## src/rtl/rsa_stream_adapter.sv

```systemverilog
// rsa_stream_adapter
//   Byte-stream front/back end for a 256-bit RSA core. The modulus N and the
//   exponent E are assembled from the RX byte stream once per key. After that,
//   each 32-byte ciphertext block A is assembled and presented to the core as
//   {A,E,N}. The core result is then collected, and its low OUT_BYTES bytes are
//   sent MSB first on the TX byte stream.
//
// Ports
//   i_clk, i_rst              clock (rising edge), asynchronous active-high reset
//   i_rx_data/i_rx_valid      RX byte stream in; accepted when valid & o_rx_ready
//   o_rx_ready
//   i_key_reload              reload request, honoured only between blocks
//   o_tx_data/o_tx_valid      TX byte stream out; consumed when valid & i_tx_ready
//   i_tx_ready
//   o_src_val/i_src_rdy       operand handshake towards the core
//   o_a, o_e, o_n             operands towards the core
//   i_result_val/o_result_rdy result handshake from the core
//   i_a_pow_e                 core result
//   o_busy                    low only while idle in LOAD_A with no bytes taken
module rsa_stream_adapter #(
    parameter int DATA_W    = 256,
    parameter int KEY_BYTES = 32,
    parameter int OUT_BYTES = 31
) (
    input  logic              i_clk,
    input  logic              i_rst,
    input  logic [7:0]        i_rx_data,
    input  logic              i_rx_valid,
    output logic              o_rx_ready,
    input  logic              i_key_reload,
    output logic [7:0]        o_tx_data,
    output logic              o_tx_valid,
    input  logic              i_tx_ready,
    output logic              o_src_val,
    input  logic              i_src_rdy,
    output logic [DATA_W-1:0] o_a,
    output logic [DATA_W-1:0] o_e,
    output logic [DATA_W-1:0] o_n,
    input  logic              i_result_val,
    output logic              o_result_rdy,
    input  logic [DATA_W-1:0] i_a_pow_e,
    output logic              o_busy
);

    localparam int SH_W  = 8 * OUT_BYTES;
    localparam int CNT_W = $clog2(KEY_BYTES);
    localparam int TXC_W = $clog2(OUT_BYTES + 1);

    typedef enum logic [2:0] {
        LOAD_N   = 3'd0,
        LOAD_E   = 3'd1,
        LOAD_A   = 3'd2,
        SEND     = 3'd3,
        WAIT_RES = 3'd4,
        TX       = 3'd5
    } state_t;

    state_t              state_q, state_d;
    logic [CNT_W-1:0]    cnt_q, cnt_d;
    logic [TXC_W-1:0]    tx_cnt_q, tx_cnt_d;
    logic [DATA_W-1:0]   n_q, n_d, e_q, e_d, a_q, a_d;
    logic [SH_W-1:0]     shift_q, shift_d;
    logic                rx_ready_q, rx_ready_d;
    logic                src_val_q, src_val_d;
    logic                result_rdy_q, result_rdy_d;
    logic                tx_valid_q, tx_valid_d;
    logic                busy_q, busy_d;

    logic                reload_hit;
    logic                rx_fire;
    logic                tx_fire;
    logic                cnt_last;
    logic                tx_last;

    // The reload request outranks a byte offered in the same cycle. Ready is
    // masked combinationally so that the byte is not consumed.
    assign reload_hit = i_key_reload && (state_q == LOAD_A) && (cnt_q == '0);
    assign o_rx_ready = rx_ready_q && !reload_hit;
    assign rx_fire    = i_rx_valid && o_rx_ready;
    assign tx_fire    = tx_valid_q && i_tx_ready;
    assign cnt_last   = (cnt_q == CNT_W'(KEY_BYTES - 1));
    assign tx_last    = (tx_cnt_q == TXC_W'(OUT_BYTES - 1));

    assign o_tx_data    = shift_q[SH_W-1 -: 8];
    assign o_tx_valid   = tx_valid_q;
    assign o_src_val    = src_val_q;
    assign o_result_rdy = result_rdy_q;
    assign o_busy       = busy_q;
    assign o_a          = a_q;
    assign o_e          = e_q;
    assign o_n          = n_q;

    // Result bits above the transmitted window are intentionally dropped.
    generate
        if (SH_W < DATA_W) begin : g_drop_hi
            logic unused_result_hi;
            assign unused_result_hi = ^i_a_pow_e[DATA_W-1:SH_W];
        end
    endgenerate

    // State and datapath registers
    always_ff @(posedge i_clk or posedge i_rst) begin
        if (i_rst) begin
            state_q      <= LOAD_N;
            cnt_q        <= '0;
            tx_cnt_q     <= '0;
            n_q          <= '0;
            e_q          <= '0;
            a_q          <= '0;
            shift_q      <= '0;
            rx_ready_q   <= 1'b0;
            src_val_q    <= 1'b0;
            result_rdy_q <= 1'b0;
            tx_valid_q   <= 1'b0;
            busy_q       <= 1'b1;
        end else begin
            state_q      <= state_d;
            cnt_q        <= cnt_d;
            tx_cnt_q     <= tx_cnt_d;
            n_q          <= n_d;
            e_q          <= e_d;
            a_q          <= a_d;
            shift_q      <= shift_d;
            rx_ready_q   <= rx_ready_d;
            src_val_q    <= src_val_d;
            result_rdy_q <= result_rdy_d;
            tx_valid_q   <= tx_valid_d;
            busy_q       <= busy_d;
        end
    end

    // Next-state logic
    always_comb begin
        state_d = state_q;
        case (state_q)
            LOAD_N:   if (rx_fire && cnt_last) state_d = LOAD_E;
            LOAD_E:   if (rx_fire && cnt_last) state_d = LOAD_A;
            LOAD_A: begin
                if (reload_hit)                state_d = LOAD_N;
                else if (rx_fire && cnt_last)  state_d = SEND;
            end
            SEND:     if (i_src_rdy)           state_d = WAIT_RES;
            WAIT_RES: if (i_result_val)        state_d = TX;
            TX:       if (tx_fire && tx_last)  state_d = LOAD_A;
            default:                           state_d = LOAD_N;
        endcase
    end

    // Datapath and registered-output next values
    always_comb begin
        cnt_d    = cnt_q;
        tx_cnt_d = tx_cnt_q;
        n_d      = n_q;
        e_d      = e_q;
        a_d      = a_q;
        shift_d  = shift_q;

        // Byte assembly: the first byte received ends up in the MSB.
        if (rx_fire) begin
            cnt_d = cnt_last ? '0 : cnt_q + 1'b1;
            case (state_q)
                LOAD_N:  n_d = {n_q[DATA_W-9:0], i_rx_data};
                LOAD_E:  e_d = {e_q[DATA_W-9:0], i_rx_data};
                LOAD_A:  a_d = {a_q[DATA_W-9:0], i_rx_data};
                default: ;
            endcase
        end

        if (state_q == WAIT_RES && i_result_val) begin
            shift_d  = i_a_pow_e[SH_W-1:0];
            tx_cnt_d = '0;
        end else if (tx_fire) begin
            shift_d  = {shift_q[SH_W-9:0], 8'h00};
            tx_cnt_d = tx_last ? '0 : tx_cnt_q + 1'b1;
        end

        rx_ready_d   = (state_d == LOAD_N) || (state_d == LOAD_E) || (state_d == LOAD_A);
        src_val_d    = (state_d == SEND);
        tx_valid_d   = (state_d == TX);
        result_rdy_d = (state_q == WAIT_RES) && i_result_val;
        busy_d       = !((state_d == LOAD_A) && (cnt_d == '0));
    end

endmodule

```

## config.mk

```make
export PLATFORM = sky130hd
export DESIGN_NAME = rsa_stream_adapter
export DESIGN_NICKNAME = d
export VERILOG_FILES = /design/src/rtl/rsa_stream_adapter.sv
export SDC_FILE = /design/constraint.sdc
export NUM_CORES = 2
export LEC_CHECK = 0
export CAP_MARGIN = 10
export CELL_PAD_IN_SITES_DETAIL_PLACEMENT = 0
export CELL_PAD_IN_SITES_GLOBAL_PLACEMENT = 1
export CORE_AREA = 2 2 412 414
export CTS_BUF_LIST = sky130_fd_sc_hd__clkbuf_8
export CTS_CLUSTER_SIZE = 24
export DETAILED_ROUTE_END_ITERATION = 6
export DIE_AREA = 0 0 414 416
export GPL_ROUTABILITY_DRIVEN = 1
export PLACE_DENSITY = 0.64
export SLEW_MARGIN = 25
export SYNTH_ARGS = -nofsm -noshare
export SYNTH_HDL_FRONTEND = slang
export SYNTH_SLANG_ARGS = --single-unit
```

## constraint.sdc

```tcl
create_clock -name i_clk -period 54.9 [get_ports i_clk]
set_input_delay 10.98 -clock i_clk [delete_from_list [all_inputs] [get_ports i_clk]]
set_output_delay 10.98 -clock i_clk [all_outputs]
set_load 0.02 [all_outputs]
```

==> results.cfg <==
[place]
placed_cells = 5930
port_buffers = 1043
place.gp.congestion = 0.844
dp_hpwl_um = 98000

[synth]
postSynthAreaPerCell_sq_um = 14.4
syn_inst = 2814
yosysSeqAreaShare = 0.637
ys.flop_type = dfrtp_1
mappedNetlistArea_sq_um = 40600
yosys_register_bits = 1034
synth.net_count = 3090
synth_enable_flop_cells = 0
yosys_warnings = 0
synth_cell_types = 44
ys_async_sr_fraction = 1.00

[clock_tree]
worstSkewPairLatency_ps = 950
cts_tree = yes
cts_buffer_depth = 3
clkTransAtPathRegs_ps = 50
clock-sinks = 1034
cts_setup_buffers = 0
cts_buffers = 186
cts.repair.resized = 0
h-tree-depth = 4
cts_root_buf = clkbuf_8
postCtsHoldBufs = 0

[drt]
wl_per_cell_um = 21.4
drtPass1Iterations = 5
vias_per_cell = 4.25
via_count = 26700
drt_iter0_drc = 1589
ant_nets = 0
drc = 0
wl_um = 134000

[critical_path]
required_ps = 43920
crit_type = in -> out
crit_path_end_kind = output pin
crit_buf_inv = 2
slowest_stage = clkdlybuf4s50_1
cp_max_fo = 5
cp_data_arrival_time_ps = 12980
r2r_setup_slack_ps = 50970
critical_path.startpoint_type = primary input
ff2ff_path_depth = 5
cp_cell_sequence = clkdlybuf4s50_1, nor3b_1, and2_1, a21boi_0, clkdlybuf4s50_1
cp.depth = 5
crit_family = buffers and inverters
cpMostUsedCell = clkdlybuf4s50_1
max_stage_delay_ps = 790

[finish]
stdcell_count = 6274
nets = 4177
syn_to_final_growth_pct = 40.7
final_util = 0.340
drive_gt1_frac = 0.257
num-fill-cells = 16800

[global_routing]
grt.overflow.total = 0
grt_pass1_vias = 27700
grt_max_degree = 162
antenna_found_initial = 21
grt_pass1_wl_um = 195000
grt.total_usage = 0.153

[sta]
hold_ws_ps = 473
fin_crit_ps = 23960
rsz0062_at_grt = no
hold_viol = 0
setup_tns_ps = 0
finClkSkew_ps = 57.7
max_freq_mhz = 41.7
fin_crit_sh = 0.436
relSlewSlack = 0.340
max_slew.worst_pin.slew_ps = 990
drv_slew = 0
setup_viol = 0

[power]
p_leak_nw = 25.0
ir_drop_mv = 0.0365
swShare = 0.334
internal_power_mw = 1.73
p_seq_frac = 0.422
powerDensity_nw_per_um2 = 45.5
p_switching_mw = 0.869
p_comb_frac = 0.290
finalPower_mw = 2.60
clock_power_share = 0.288

[status]
status = completed

[die]
rows = 151
die_area_sq_um = 172000
fp.dieW_um = 414
die_h_um = 416
start_util = 0.242
io_pins = 1052
core-area_sq_um = 168000

[worst_hold_path]
hp-class = reg -> reg
min_path_cells = 1

[run]
max_cap_viol_count = 0
==> final cells by class <==
type / instances / area, sq um / share of cell area
Timing Repair Buffer: 1078 / 10800 / 0.188
Multi-Input combinational cell: 1595 / 13800 / 0.242
Clock buffer: 236 / 3250 / 0.0568
Sequential cell: 1034 / 25900 / 0.453
Antenna cell: 16 / 40.0 / 0.000700
Clock inverter: 91 / 606 / 0.0106
Tap cell: 2218 / 2780 / 0.0485
Inverter: 6 / 30.0 / 0.000525
==> stage by stage <==
| stage | cell area (sq um) | worst slack [ps] |
|---|---|---|
| 2_1_floorplan | 40600 | 14820 |
| 3_3_place_gp | 53200 | 30850 |
| 3_5_place_dp | 53200 | 30920 |
| 4_1_cts | 57100 | 30900 |
| 5_1_grt | 57200 | 30870 |
| 6_report | 57200 | 30940 |
==> sequential cells by signal (all words and copies together), names as in the netlist, 3 cells and up <==
signal and count:
cnt_q 5, o_a 256, o_e 256, o_n 256
shift_q 248, state_q 3, tx_cnt_q 5
==> cells in the mapped netlist (2+ instances only) <==
library cell	n	area [sq um]
o21ai_0	189	946
mux2i_1	241	2410
buf_2	86	430
clkbuf_1	50	188
buf_4	38	285
nor3_1	3	15.0
nor4_2	2	25.0
inv_1	5	18.8
buf_1	4	15.0
a31o_2	4	35.0
o21ai_1	62	310
nand2_1	264	991
o21a_1	2	15.0
dfrtp_1	1033	25800
nor2_1	16	60.1
nor3b_1	2	15.0
nand3_1	5	25.0
or3_1	2	12.5
ha_1	5	62.6
nand2b_1	5	31.3
and2_1	2	12.5
mux2_1	37	417
a21oi_1	6	30.0
mux2_2	731	8230
==> path summary, 6_finish.rpt <==
path                                   start         end
min in group asynchronous              i_rst    o_e[255]
max in group asynchronous              i_rst    o_n[240]
worst min register to register      o_e[161]    o_e[169]
worst max register to register    state_q[0]     o_n[63]
worst max-delay path            i_key_reload  o_rx_ready
worst min-delay path                o_e[161]    o_e[169]
==> kinds of logic (layout without fill, tap and decap cells) <==
group           after synthesis  after routing  synth area share
mux                        1009           1009             0.272
fa+ha+maj                     5              5           0.00154
buf+inv                     185           1411            0.0234
compound gates              272            272            0.0348
simple gates                309            309            0.0311
other cells                   0             16                 0
flops                      1034           1034             0.637
==> metal layers <==
layer,GRT usage,up-vias,part of all wire
met5,0,-,0
met2,0.263,743,0.51
met3,0.0519,202,0.069
met4,0.0548,0,0.027
met1,0.177,13600,0.40
li1,-,12100,-
==> cell usage in the layout, fill, tap and decap left out, types with 30 or more instances in the layout <==
cell type | netlist | final
buf_4 | 38 | 30
nand2_1 | 264 | 264
clkdlybuf4s50_1 | 0 | 1043
o21ai_0 | 189 | 189
o21ai_1 | 62 | 62
clkbuf_8 | 0 | 236
inv_1 | 5 | 70
dfrtp_1 | 1033 | 1033
mux2i_1 | 241 | 241
mux2_2 | 731 | 731
mux2_1 | 37 | 37
==> power groups by stage <==
| stage | combinational [mW] | sequential [mW] | clock (mW) |
|---|---|---|---|
| 2_1_floorplan | 0.326 | 1.18 | 0 |
| 3_3_place_gp | 0.760 | 1.11 | 0 |
| 3_5_place_dp | 0.764 | 1.11 | 0 |
| 4_1_cts | 0.768 | 1.10 | 0.783 |
| 5_1_grt | 0.811 | 1.13 | 0.817 |
| 6_report | 0.755 | 1.10 | 0.749 |
No activity file was read; power rests on OpenSTA's default activity.
